**config.mk**
```make
export PLATFORM = sky130hd
export DESIGN_NAME = iob_2p_ram_fifo_ctrl_flat
export DESIGN_NICKNAME = d
export VERILOG_FILES = /design/src/rtl/iob_2p_ram_fifo_ctrl_pkg.sv /design/src/rtl/iob_2p_ram_fifo_ctrl_if.sv /design/src/rtl/iob_2p_ram_fifo_ctrl.sv /design/src/flat_wrapper.sv
export SDC_FILE = /design/constraint.sdc
export NUM_CORES = 1
export LEC_CHECK = 0
export CELL_PAD_IN_SITES_DETAIL_PLACEMENT = 0
export CELL_PAD_IN_SITES_GLOBAL_PLACEMENT = 1
export CORE_UTILIZATION = 30
export CTS_BUF_LIST = sky130_fd_sc_hd__clkbuf_4 sky130_fd_sc_hd__clkbuf_8
export CTS_CLUSTER_SIZE = 8
export DETAILED_ROUTE_END_ITERATION = 6
export PLACE_DENSITY = 0.81
export SLEW_MARGIN = 20
export SYNTH_ARGS = -nofsm -noshare
export SYNTH_HDL_FRONTEND = slang
export SYNTH_SLANG_ARGS = --single-unit
export TNS_END_PERCENT = 50
```
**constraint.sdc**
```tcl
create_clock -name clk -period 2.98 [get_ports clk]
set_clock_uncertainty 0.1 [all_clocks]
set_input_delay 0.745 -clock clk [delete_from_list [all_inputs] [get_ports clk]]
set_output_delay 0.745 -clock clk [all_outputs]
set_load 0.01 [all_outputs]
```
**src/rtl/iob_2p_ram_fifo_ctrl_pkg.sv**
```systemverilog
// Shared sizing helpers for the two-port-RAM FIFO controller.
package iob_2p_ram_fifo_ctrl_pkg;

  localparam int DEF_DATA_W = 8;
  localparam int DEF_ADDR_W = 5;

  function automatic int fifo_depth(input int addr_w);
    return 2 ** addr_w;
  endfunction

  // The level counter needs one extra bit so that a completely full FIFO is distinct from empty.
  function automatic int level_width(input int addr_w);
    return addr_w + 1;
  endfunction

endpackage

```
**src/rtl/iob_2p_ram_fifo_ctrl_if.sv**
```systemverilog
// Push/pop user interface plus the RAM port signals the controller drives.
interface iob_2p_ram_fifo_ctrl_if
  import iob_2p_ram_fifo_ctrl_pkg::*;
#(
  parameter int DATA_W = DEF_DATA_W,
  parameter int ADDR_W = DEF_ADDR_W
);

  logic                           clr;
  logic                           push;
  logic [DATA_W-1:0]              push_data;
  logic                           pop;
  logic [DATA_W-1:0]              pop_data;
  logic                           pop_valid;
  logic                           full;
  logic                           almost_full;
  logic                           empty;
  logic [level_width(ADDR_W)-1:0] level;
  logic                           overflow;
  logic                           underflow;

  logic                           mem_w_en;
  logic [ADDR_W-1:0]              mem_w_addr;
  logic [DATA_W-1:0]              mem_w_data;
  logic                           mem_r_en;
  logic [ADDR_W-1:0]              mem_r_addr;
  logic [DATA_W-1:0]              mem_r_data;

  // Master is the user plus the attached RAM; slave is the controller.
  modport master (
    output clr, push, push_data, pop, mem_r_data,
    input  pop_data, pop_valid, full, almost_full, empty, level, overflow, underflow,
    input  mem_w_en, mem_w_addr, mem_w_data, mem_r_en, mem_r_addr
  );

  modport slave (
    input  clr, push, push_data, pop, mem_r_data,
    output pop_data, pop_valid, full, almost_full, empty, level, overflow, underflow,
    output mem_w_en, mem_w_addr, mem_w_data, mem_r_en, mem_r_addr
  );

endinterface

```
**src/rtl/iob_2p_ram_fifo_ctrl.sv**
```systemverilog
// FIFO controller that writes and reads an external registered-output two-port RAM.
module iob_2p_ram_fifo_ctrl
  import iob_2p_ram_fifo_ctrl_pkg::*;
#(
  parameter int DATA_W       = DEF_DATA_W,
  parameter int ADDR_W       = DEF_ADDR_W,
  parameter int ALM_FULL_LVL = fifo_depth(ADDR_W) - 2
) (
  input  logic                 clk,
  input  logic                 rst_n,
  iob_2p_ram_fifo_ctrl_if.slave bus
);

  localparam int DEPTH = fifo_depth(ADDR_W);
  localparam int LVL_W = level_width(ADDR_W);

  logic [ADDR_W-1:0] wr_ptr;
  logic [ADDR_W-1:0] rd_ptr;
  logic [LVL_W-1:0]  level_q;
  logic [LVL_W-1:0]  level_d;
  logic              full_q;
  logic              empty_q;
  logic              almost_full_q;
  logic              overflow_q;
  logic              underflow_q;
  logic              pop_valid_q;
  logic              push_ok;
  logic              pop_ok;

  // Acceptance looks only at registered status, so no combinational path from push to pop.
  assign push_ok = bus.push & ~full_q  & ~bus.clr;
  assign pop_ok  = bus.pop  & ~empty_q & ~bus.clr;

  always_comb begin
    level_d = level_q + LVL_W'(push_ok) - LVL_W'(pop_ok);
    if (bus.clr) begin
      level_d = '0;
    end
  end

  assign bus.mem_w_en   = push_ok;
  assign bus.mem_w_addr = wr_ptr;
  assign bus.mem_w_data = bus.push_data;
  assign bus.mem_r_en   = pop_ok;
  assign bus.mem_r_addr = rd_ptr;

  // The RAM registers its read data, which lines up with the registered pop strobe.
  assign bus.pop_data    = bus.mem_r_data;
  assign bus.pop_valid   = pop_valid_q;
  assign bus.full        = full_q;
  assign bus.almost_full = almost_full_q;
  assign bus.empty       = empty_q;
  assign bus.level       = level_q;
  assign bus.overflow    = overflow_q;
  assign bus.underflow   = underflow_q;

  always_ff @(posedge clk or negedge rst_n) begin
    if (!rst_n) begin
      wr_ptr        <= '0;
      rd_ptr        <= '0;
      level_q       <= '0;
      full_q        <= 1'b0;
      empty_q       <= 1'b1;
      almost_full_q <= 1'b0;
      overflow_q    <= 1'b0;
      underflow_q   <= 1'b0;
      pop_valid_q   <= 1'b0;
    end else begin
      level_q       <= level_d;
      full_q        <= (level_d == LVL_W'(DEPTH));
      empty_q       <= (level_d == '0);
      almost_full_q <= (level_d >= LVL_W'(ALM_FULL_LVL));
      if (bus.clr) begin
        wr_ptr      <= '0;
        rd_ptr      <= '0;
        overflow_q  <= 1'b0;
        underflow_q <= 1'b0;
        pop_valid_q <= 1'b0;
      end else begin
        if (push_ok) wr_ptr <= wr_ptr + 1'b1;
        if (pop_ok)  rd_ptr <= rd_ptr + 1'b1;
        if (bus.push && full_q) overflow_q  <= 1'b1;
        if (bus.pop && empty_q) underflow_q <= 1'b1;
        pop_valid_q <= pop_ok;
      end
    end
  end

endmodule

```
**src/flat_wrapper.sv**
```systemverilog
// flat-port wrapper written by rule: the top's interface ports become plain ports
module iob_2p_ram_fifo_ctrl_flat import iob_2p_ram_fifo_ctrl_pkg::*;
#(
  parameter int DATA_W       = DEF_DATA_W,
  parameter int ADDR_W       = DEF_ADDR_W,
  parameter int ALM_FULL_LVL = fifo_depth(ADDR_W) - 2
)
  (clk, rst_n, bus_clr, bus_push, bus_push_data, bus_pop, bus_mem_r_data, bus_pop_data, bus_pop_valid, bus_full, bus_almost_full, bus_empty, bus_level, bus_overflow, bus_underflow, bus_mem_w_en, bus_mem_w_addr, bus_mem_w_data, bus_mem_r_en, bus_mem_r_addr);
  iob_2p_ram_fifo_ctrl_if #(.DATA_W(DATA_W), .ADDR_W(ADDR_W)) bus_i ();
  input  logic clk;
  input  logic rst_n;
  input wire logic [$bits(bus_i.clr)-1:0] bus_clr;
  input wire logic [$bits(bus_i.push)-1:0] bus_push;
  input wire logic [$bits(bus_i.push_data)-1:0] bus_push_data;
  input wire logic [$bits(bus_i.pop)-1:0] bus_pop;
  input wire logic [$bits(bus_i.mem_r_data)-1:0] bus_mem_r_data;
  output wire logic [$bits(bus_i.pop_data)-1:0] bus_pop_data;
  output wire logic [$bits(bus_i.pop_valid)-1:0] bus_pop_valid;
  output wire logic [$bits(bus_i.full)-1:0] bus_full;
  output wire logic [$bits(bus_i.almost_full)-1:0] bus_almost_full;
  output wire logic [$bits(bus_i.empty)-1:0] bus_empty;
  output wire logic [$bits(bus_i.level)-1:0] bus_level;
  output wire logic [$bits(bus_i.overflow)-1:0] bus_overflow;
  output wire logic [$bits(bus_i.underflow)-1:0] bus_underflow;
  output wire logic [$bits(bus_i.mem_w_en)-1:0] bus_mem_w_en;
  output wire logic [$bits(bus_i.mem_w_addr)-1:0] bus_mem_w_addr;
  output wire logic [$bits(bus_i.mem_w_data)-1:0] bus_mem_w_data;
  output wire logic [$bits(bus_i.mem_r_en)-1:0] bus_mem_r_en;
  output wire logic [$bits(bus_i.mem_r_addr)-1:0] bus_mem_r_addr;
  assign bus_i.clr = bus_clr;
  assign bus_i.push = bus_push;
  assign bus_i.push_data = bus_push_data;
  assign bus_i.pop = bus_pop;
  assign bus_i.mem_r_data = bus_mem_r_data;
  assign bus_pop_data = bus_i.pop_data;
  assign bus_pop_valid = bus_i.pop_valid;
  assign bus_full = bus_i.full;
  assign bus_almost_full = bus_i.almost_full;
  assign bus_empty = bus_i.empty;
  assign bus_level = bus_i.level;
  assign bus_overflow = bus_i.overflow;
  assign bus_underflow = bus_i.underflow;
  assign bus_mem_w_en = bus_i.mem_w_en;
  assign bus_mem_w_addr = bus_i.mem_w_addr;
  assign bus_mem_w_data = bus_i.mem_w_data;
  assign bus_mem_r_en = bus_i.mem_r_en;
  assign bus_mem_r_addr = bus_i.mem_r_addr;
  iob_2p_ram_fifo_ctrl #(.DATA_W(DATA_W), .ADDR_W(ADDR_W), .ALM_FULL_LVL(ALM_FULL_LVL)) u_core (.clk(clk), .rst_n(rst_n), .bus(bus_i));
endmodule
```
# [Word level (Yosys, flattened, before mapping)]
# Cells that the tools add are included.
[op_classes] n_addsub=4 magnitude_cmp=1 eq_ne=1 mux=10 bitwise=7 reduce_logical=7
[op_table] operator="two-way mux 5 bit" n=4
[op_table] operator="adder 5 x 1 -> 5 bit (second input constant)" n=2
[op_table] operator="nonzero test 2 bit" n=4
[op_table] operator="adder 6 x 1 -> 6 bit" n=1
[op_table] operator="== test 6 bit (second input constant)" n=1
[op_table] operator="greater-or-equal comparator 6 x 5 -> 1 bit (second input constant)" n=1
[op_table] operator="logical NOT 6 bit" n=1
[op_table] operator="two-way mux 6 bit" n=1
[op_table] operator="subtractor 6 x 1 -> 6 bit" n=1
[op_table] operator="two-way mux 1 bit" n=5
[op_table] operator="AND 1 bit" n=4
[op_table] operator="NOT 1 bit" n=3
[op_table] operator="logical AND 1 bit" n=2
[totals] regBits=22 input_bits=21 output_inout_bits=40 elab_cells=39

# [Depth between registers and ports, before layout]
# Gate-level depths: netlist of the first run.
[depth] word_depth=7 ltp_mapped=12 depth_no_buf=11

# [Least setup slack after synthesis of the first run]
# No wires, ideal clock.
[synth_timing] path_kind="input port to flip-flop" from="input port bus_pop" to="register u_core.full_q, in the netlist u_core.bus.full" setup_time_ns=0.086 arrival_time_ns=2.915 required_time_ns=2.794 slack_ns=-0.121 path_stages=12 path_buffers=1 cell_sequence="nor2b_1 clkbuf_1 nor2b_1 ha_1 inv_1 ha_1 fa_1 a21o_1 a21oi_2 xor2_2 nand3_1 nor3_1"
[synth_via] elab_chain_len=5
[synth_rtl] item="start, declared" line="flat_wrapper.sv:15" text="input wire logic [$bits(bus_i.pop)-1:0] bus_pop;"
[synth_rtl] item="AND 1 bit (2 in series)" line="iob_2p_ram_fifo_ctrl.sv:32" text="assign pop_ok = bus.pop & ~empty_q & ~bus.clr;"
[synth_rtl] item="named net bus_mem_r_en" line="flat_wrapper.sv:28" text="output wire logic [$bits(bus_i.mem_r_en)-1:0] bus_mem_r_en;"
[synth_rtl] item="subtractor 6 x 1 -> 6 bit" line="iob_2p_ram_fifo_ctrl.sv:35" text="level_d = level_q + LVL_W'(push_ok) - LVL_W'(pop_ok);"
[synth_rtl] item="two-way mux 6 bit" line="iob_2p_ram_fifo_ctrl.sv:36" text="if (bus.clr) begin"
[synth_rtl] item="== test 6 bit" line="iob_2p_ram_fifo_ctrl.sv:70" text="full_q <= (level_d == LVL_W'(DEPTH));"
[synth_rtl] item="end signal, assigned" line="iob_2p_ram_fifo_ctrl.sv:70"
[synth_rtl] item="end, declared" line="iob_2p_ram_fifo_ctrl.sv:21" text="logic full_q;"
# The timed path passes the listed nets, and every way through them passes these cells.
# A chain may end at the register's enable or synchronous reset.

# [Final worst setup path of the first run]
[layout_timing] from="input port bus_push" to="register u_core.empty_q, in the netlist u_core.bus.empty"
[layout_via] elab_chain_len=6
[layout_rtl] item="start, declared" line="flat_wrapper.sv:13" text="input wire logic [$bits(bus_i.push)-1:0] bus_push;"
[layout_rtl] item="AND 1 bit (2 in series)" line="iob_2p_ram_fifo_ctrl.sv:31" text="assign push_ok = bus.push & ~full_q & ~bus.clr;"
[layout_rtl] item="adder 6 x 1 -> 6 bit" line="iob_2p_ram_fifo_ctrl.sv:35"
[layout_rtl] item="subtractor 6 x 1 -> 6 bit" line="iob_2p_ram_fifo_ctrl.sv:35"
[layout_rtl] item="two-way mux 6 bit" line="iob_2p_ram_fifo_ctrl.sv:36"
[layout_rtl] item="logical NOT 6 bit" line="iob_2p_ram_fifo_ctrl.sv:71" text="empty_q <= (level_d == '0);"
[layout_rtl] item="end signal, assigned" line="iob_2p_ram_fifo_ctrl.sv:71"
[layout_rtl] item="end, declared" line="iob_2p_ram_fifo_ctrl.sv:22" text="logic empty_q;"
# No other way between the ends.

==> results.cfg, run 1 <==
[logic_synthesis]
yosys.area.top_type_share = 0.4308
ys_seq_area_frac = 0.4523
synth_most_common_cell = dfrtp_1
synthArstFlopShare = 1.000
syn_area_um2 = 1220
ys_ff_latch = 22
yosysWarningCount = 0
synthCells = 116
synth_top_cell_by_area = dfrtp_1
synthFlopType = dfrtp_1
syn-num-nets = 146
synth.avg_cell_area_um2 = 10.52
yosysUniqueCellTypes = 25
synth_area_leaders = dfrtp_1, buf_4, ha_1
synth-edff-count = 0
synthTopCellsByCount = dfrtp_1, buf_4, nor2_1

[cts]
root_buffer = clkbuf_8
clock_latency_ns = 0.25
hold_buffers = 0
htree_levels = 1
cts_sinks = 22
cts_buffer_depth = 2
cts_buffers = 3
path_clk_slew_ns = 0.08
tritoncts = built

[timing]
finalSetupViolations = 0
finalCriticalPeriod_ns = 2.848
tns_ns = 0
fmax_ghz = 0.3511
post-route-period-util = 0.9556
fin_ws_ns = 0.1322
rsz0062_at_grt = false
slew_viol_final = 0
tightest_slew_ns = 0.5178
hold_violations = 0
maxSlewHeadroom = 0.6537
whs_ns = 0.3928

[place]
place.port_buffers = 28
dpl-instance-area_um2 = 1500
dp_cells = 181
pre_cts_ws_ns = -0.4064
dp_hpwl_um = 1781
gp_congestion = 0.7901

[critical_path]
critPathCaptureType = register
cpPeakStageDelay_ns = 0.43
cp.arrival_ns = 2.95
cp_slowest_cell = clkdlybuf4s50_1
cp_max_fo = 4
critPathKind = in -> reg
required_ns = 3.08
cp_cell_sequence = clkdlybuf4s50_1 -> nor2b_1 -> nor2b_2 -> ha_2 -> fa_2 -> a21o_1 -> a21oi_2 -> xor2_2 -> buf_4 -> a41o_1
cp-start-kind = input port

[drt]
avgRoutedWirePerCell_um = 12.80
route.detailed.drc = 0
num_vias = 844
dr.pass1.iters = 4
wirelength_um = 2393
ant_nets = 0
vias_per_cell = 4.513
drtIter0Drc = 19

[cells_and_area]
final_nets = 170
utilization = 0.4250
fillers = 349
fin_area_um2 = 1603
area_growth_pct = 31.38
antenna_cells = 0
drive_gt1_frac = 0.2158
final_cell_count_no_fill = 187

[pwr]
vdd_drop_max_v = 0.0003308
power_mw = 1.514
p_leak_nw = 0.7210
power_density_nw_per_um2 = 944.7

[floorplanning]
num_rows = 22
io_pins = 61
die-width_um = 65.77
initial_core_util = 0.3235
core_um2 = 3771
die_area_um2 = 4326
fp.dieH_um = 65.77

[grt]
grt_max_degree = 23
grt_pass1_wl_um = 3974
gr-usage-met1 = 0.1453
grt_usage = 0.1211
busiest_layer = met2
met2_usage = 0.2003
antenna_found_initial = 0
grtUsageMet3 = 0.03103
grt_pass1_vias = 879
overflow = 0

[flow_run]
drv_cap = 0

[hold_path]
hold_path_class = reg -> reg

[outcome]
status = complete, no violations
cells in the final DEF, fill, tap and decap left out, drive strengths merged:
cell type,netlist,final
clkdlybuf4s50,0,25
dfrtp,21,21
nor2,16,16
buf,16,11
xor2,8,8
ha,8,8
inv,7,7
nor2b,6,6
xnor2,5,5
a21oi,5,5
nand2,4,4
nand4,4,4
clkbuf,4,4
a21o,2,2
mux2i,2,2
dlygate4sd2,0,2
o21ai,1,1
o32ai,1,1
nor3b,1,1
nand3,1,1
nor3,1,1
a41o,1,1
fa,1,1
clkdlybuf4s15,0,1
dfstp,1,1
cells by family (layout without fill, tap and decap cells):
kind of cell	after synthesis	count (layout)	synth area share
AOI/OAI and AO/OA	10	10	0.06154
xor gates and xnor gates	13	13	0.1118
adders and majority gates	9	9	0.09847
buffers and inverters	27	50	0.1323
DFF	22	22	0.4523
muxes	2	2	0.01641
and+or+nand+nor	33	33	0.1272
state kept, by name (all words and copies together) (netlist names):
register,count
u_core.bus.pop_valid,1
u_core.bus.level,6
u_core.bus.underflow,1
u_core.bus.full,1
u_core.bus.overflow,1
u_core.bus.almost_full,1
u_core.bus.mem_r_addr,5
u_core.bus.mem_w_addr,5
u_core.bus.empty,1
area by class of cell:
| cell class | count | area (um2) | share of cell area |
|---|---|---|---|
| Sequential cell | 22 | 551.8 | 0.3443 |
| Timing Repair Buffer | 39 | 364.1 | 0.2272 |
| Clock buffer | 4 | 48.80 | 0.03044 |
| Tap cell | 48 | 60.06 | 0.03747 |
| Multi-Input combinational cell | 67 | 551.8 | 0.3443 |
| Inverter | 7 | 26.28 | 0.01639 |
routing by layer:
| layer | routed length, um | part of all wire |
|---|---|---|
| met1 | 1041 | 0.44 |
| met2 | 1174 | 0.49 |
| met3 | 157 | 0.066 |
| met4 | 19 | 0.0079 |
| met5 | 0 | 0 |
worst paths after layout:
| kind | cells past startpoint | slack, ns | from | endpoint |
|---|---|---|---|---|
| max in group asynchronous | 2 | 1.50 | rst_n | u_core.bus.mem_r_addr[2] |
| min in group asynchronous | 1 | 0.73 | rst_n | u_core.bus.pop_valid |
| setup reg to reg | 11 | 0.33 | u_core.bus.empty | u_core.bus.empty |
| hold / removal | 2 | 0.39 | u_core.bus.underflow | u_core.bus.underflow |
| hold reg to reg | 2 | 0.39 | u_core.bus.underflow | u_core.bus.underflow |
| setup / recovery | 10 | 0.13 | bus_push | u_core.bus.empty |
repair_timing:
action | CTS | global route
cloned | 0 | 0
setup buffers | 2 | 0
pin swaps | 5 | 5
endpoints found under the setup margin | 6 | 3
resized for setup | 10 | 3
critical path, delay by kind of cell:
family	cells	cell delay [ns]
compound gates	3	0.49
xor+xnor	1	0.26
buf+inv	2	0.59
fa+ha+maj	2	0.54
simple gates	2	0.33
power by group:
group | internal [mW] | switching [mW] | leakage [nW]
Sequential | 0.366 | 0.0534 | 0.294
Clock | 0.104 | 0.0903 | 0.0262
Combinational | 0.472 | 0.428 | 0.401
Total | 0.943 | 0.572 | 0.721
Note: power is estimated with default switching activity, not from simulation.
==> run 2: changes to the inputs <==
--- a/config.mk
+++ b/config.mk
@@ -9,9 +9,11 @@
 export CELL_PAD_IN_SITES_GLOBAL_PLACEMENT = 1
 export CORE_UTILIZATION = 30
 export CTS_BUF_LIST = sky130_fd_sc_hd__clkbuf_4 sky130_fd_sc_hd__clkbuf_8
-export CTS_CLUSTER_SIZE = 8
+export CTS_CLUSTER_SIZE = 24
 export DETAILED_ROUTE_END_ITERATION = 6
 export PLACE_DENSITY = 0.81
+export RECOVER_POWER = 25
+export SETUP_SLACK_MARGIN = 0.1
 export SLEW_MARGIN = 20
 export SYNTH_ARGS = -nofsm -noshare
 export SYNTH_HDL_FRONTEND = slang
==> results.cfg, run 2 (synthesis results as in run 1) <==
[outcome]
status = complete, no violations

[cts]
cts_buffers = 3
root_buffer = clkbuf_8
tritoncts = built
htree_levels = 1
path_clk_slew_ns = 0.08
cts_buffer_depth = 2
cts_sinks = 22
clock_latency_ns = 0.26

[timing]
hold_violations = 0
finalSetupViolations = 0
slew_viol_final = 0
finalCriticalPeriod_ns = 2.765
fmax_ghz = 0.3617
tightest_slew_ns = 0.9465
post-route-period-util = 0.9277
rsz0062_at_grt = false
maxSlewHeadroom = 0.3690

[drt]
num_vias = 826
route.detailed.drc = 0
vias_per_cell = 4.417
drtIter0Drc = 59
wirelength_um = 2338
ant_nets = 0
avgRoutedWirePerCell_um = 12.50
dr.pass1.iters = 3

[critical_path]
cp-start-kind = input port
critPathCaptureType = register
cp.arrival_ns = 2.87
path_common_cell = nor2b_4
cpPeakStageDelay_ns = 0.36
r2r_slack_ns = 0.39
cp_cell_sequence = clkdlybuf4s15_1 -> nor2b_4 -> nor2b_4 -> ha_4 -> inv_1 -> ha_2 -> fa_2 -> a21o_1 -> a21oi_2 -> xor2_2 -> buf_4 -> a41o_1
required_ns = 3.08
crit_family = adder cells
cp_slowest_cell = fa_2
crit_buf_inv = 3
critPathKind = in -> reg
cp_max_fo = 4

[grt]
grt_usage = 0.1114
grt_pass1_wl_um = 3732
grt_pass1_vias = 832
gr-usage-met1 = 0.1416
grt_max_degree = 23
grtUsageMet3 = 0.03276
overflow = 0
met2_usage = 0.1722
busiest_layer = met2
antenna_found_initial = 0

[pwr]
power_mw = 1.519
power_density_nw_per_um2 = 950.4
vdd_drop_max_v = 0.0003806
p_leak_nw = 0.7199

[floorplanning]
num_rows = 22
core_um2 = 3771
die_area_um2 = 4326
io_pins = 61
fp.dieH_um = 65.77
initial_core_util = 0.3235
die-width_um = 65.77

[cells_and_area]
final_cell_count_no_fill = 187
area_growth_pct = 30.97
antenna_cells = 0
fin_area_um2 = 1598
largest_reg_flops = 6
final_nets = 170
utilization = 0.4237
final_cell_mix = clkdlybuf4s50_1, dfrtp_1, nor2_1
drive_gt1_frac = 0.1942
final_common_cell = clkdlybuf4s50_1

[place]
dp_hpwl_um = 1702
dpl-instance-area_um2 = 1498
place.port_buffers = 28
gp_congestion = 0.7666
dp_cells = 180

[hold_path]
hold_path_class = reg -> reg

[flow_run]
drv_cap = 0
==> run 2: cell types whose count changed in the layout (fill, tap and decap cells not counted), sizes merged <==
cell / change
dlygate4sd3: +1
clkdlybuf4s50: -2
dlygate4sd2: +1
buf: -2
clkbuf: +2
==> run 2: path summary, 6_finish.rpt <==
kind | from | endpoint | cells past startpoint
max reg2reg | u_core.bus.empty | u_core.bus.empty | 11
min | u_core.bus.underflow | u_core.bus.underflow | 2
max | bus_pop | u_core.bus.empty | 12
min reg2reg | u_core.bus.underflow | u_core.bus.underflow | 2
max in group asynchronous | rst_n | u_core.bus.level[0] | 2
min in group asynchronous | rst_n | u_core.bus.level[1] | 1
==> run 2: layer usage <==
metal  vias to the layer above  part of all wire  wire [um]
met4                         0            0.0056         13
met2                        27              0.47       1099
li1                        406                 -          -
met1                       391              0.45       1056
met5                         -                 0          0
met3                         2             0.072        169
==> run 2: tightest hold or removal path: stages, from the launching register on <==
cell     delay [ns]
dfrtp_1        0.35
a21oi_1        0.04
nor2_1         0.07
==> run 2: timing repair <==
action                                  CTS  global route
cloned                                    0             0
pin swaps                                 5             6
gates resized for setup                   8             3
hold buffers                              0             0
setup buffers                             1             2
endpoints found under the setup margin    6             3
==> run 2: area by class of cell <==
class	count	area [um2]
timing repair buffer	39	355.3
inverter	7	26.28
multi-input combinational	67	549.3
clock buffer	4	55.05
fill	347	2173
sequential	22	551.8
tap	48	60.06
==> run 2: per-stage QoR <==
step | hold slack (ns) | setup slack (ns) | setup TNS, ns
floorplan | 0.3494 | 0.1024 | 0
global placement | 0.3801 | -0.2468 | -1.154
detailed placement | 0.3887 | -0.3342 | -1.496
CTS | 0.4075 | 0.1441 | 0
global route | 0.4485 | 0.08372 | 0
finish | 0.4084 | 0.2154 | 0
==> run 2: where the power goes <==
part / internal (mW) / switching (mW) / total (mW) / leakage, nW
registers: 0.366 / 0.0526 / 0.419 / 0.294
clock network: 0.118 / 0.0971 / 0.215 / 0.0288
logic: 0.475 / 0.410 / 0.885 / 0.397
total: 0.959 / 0.560 / 1.52 / 0.720
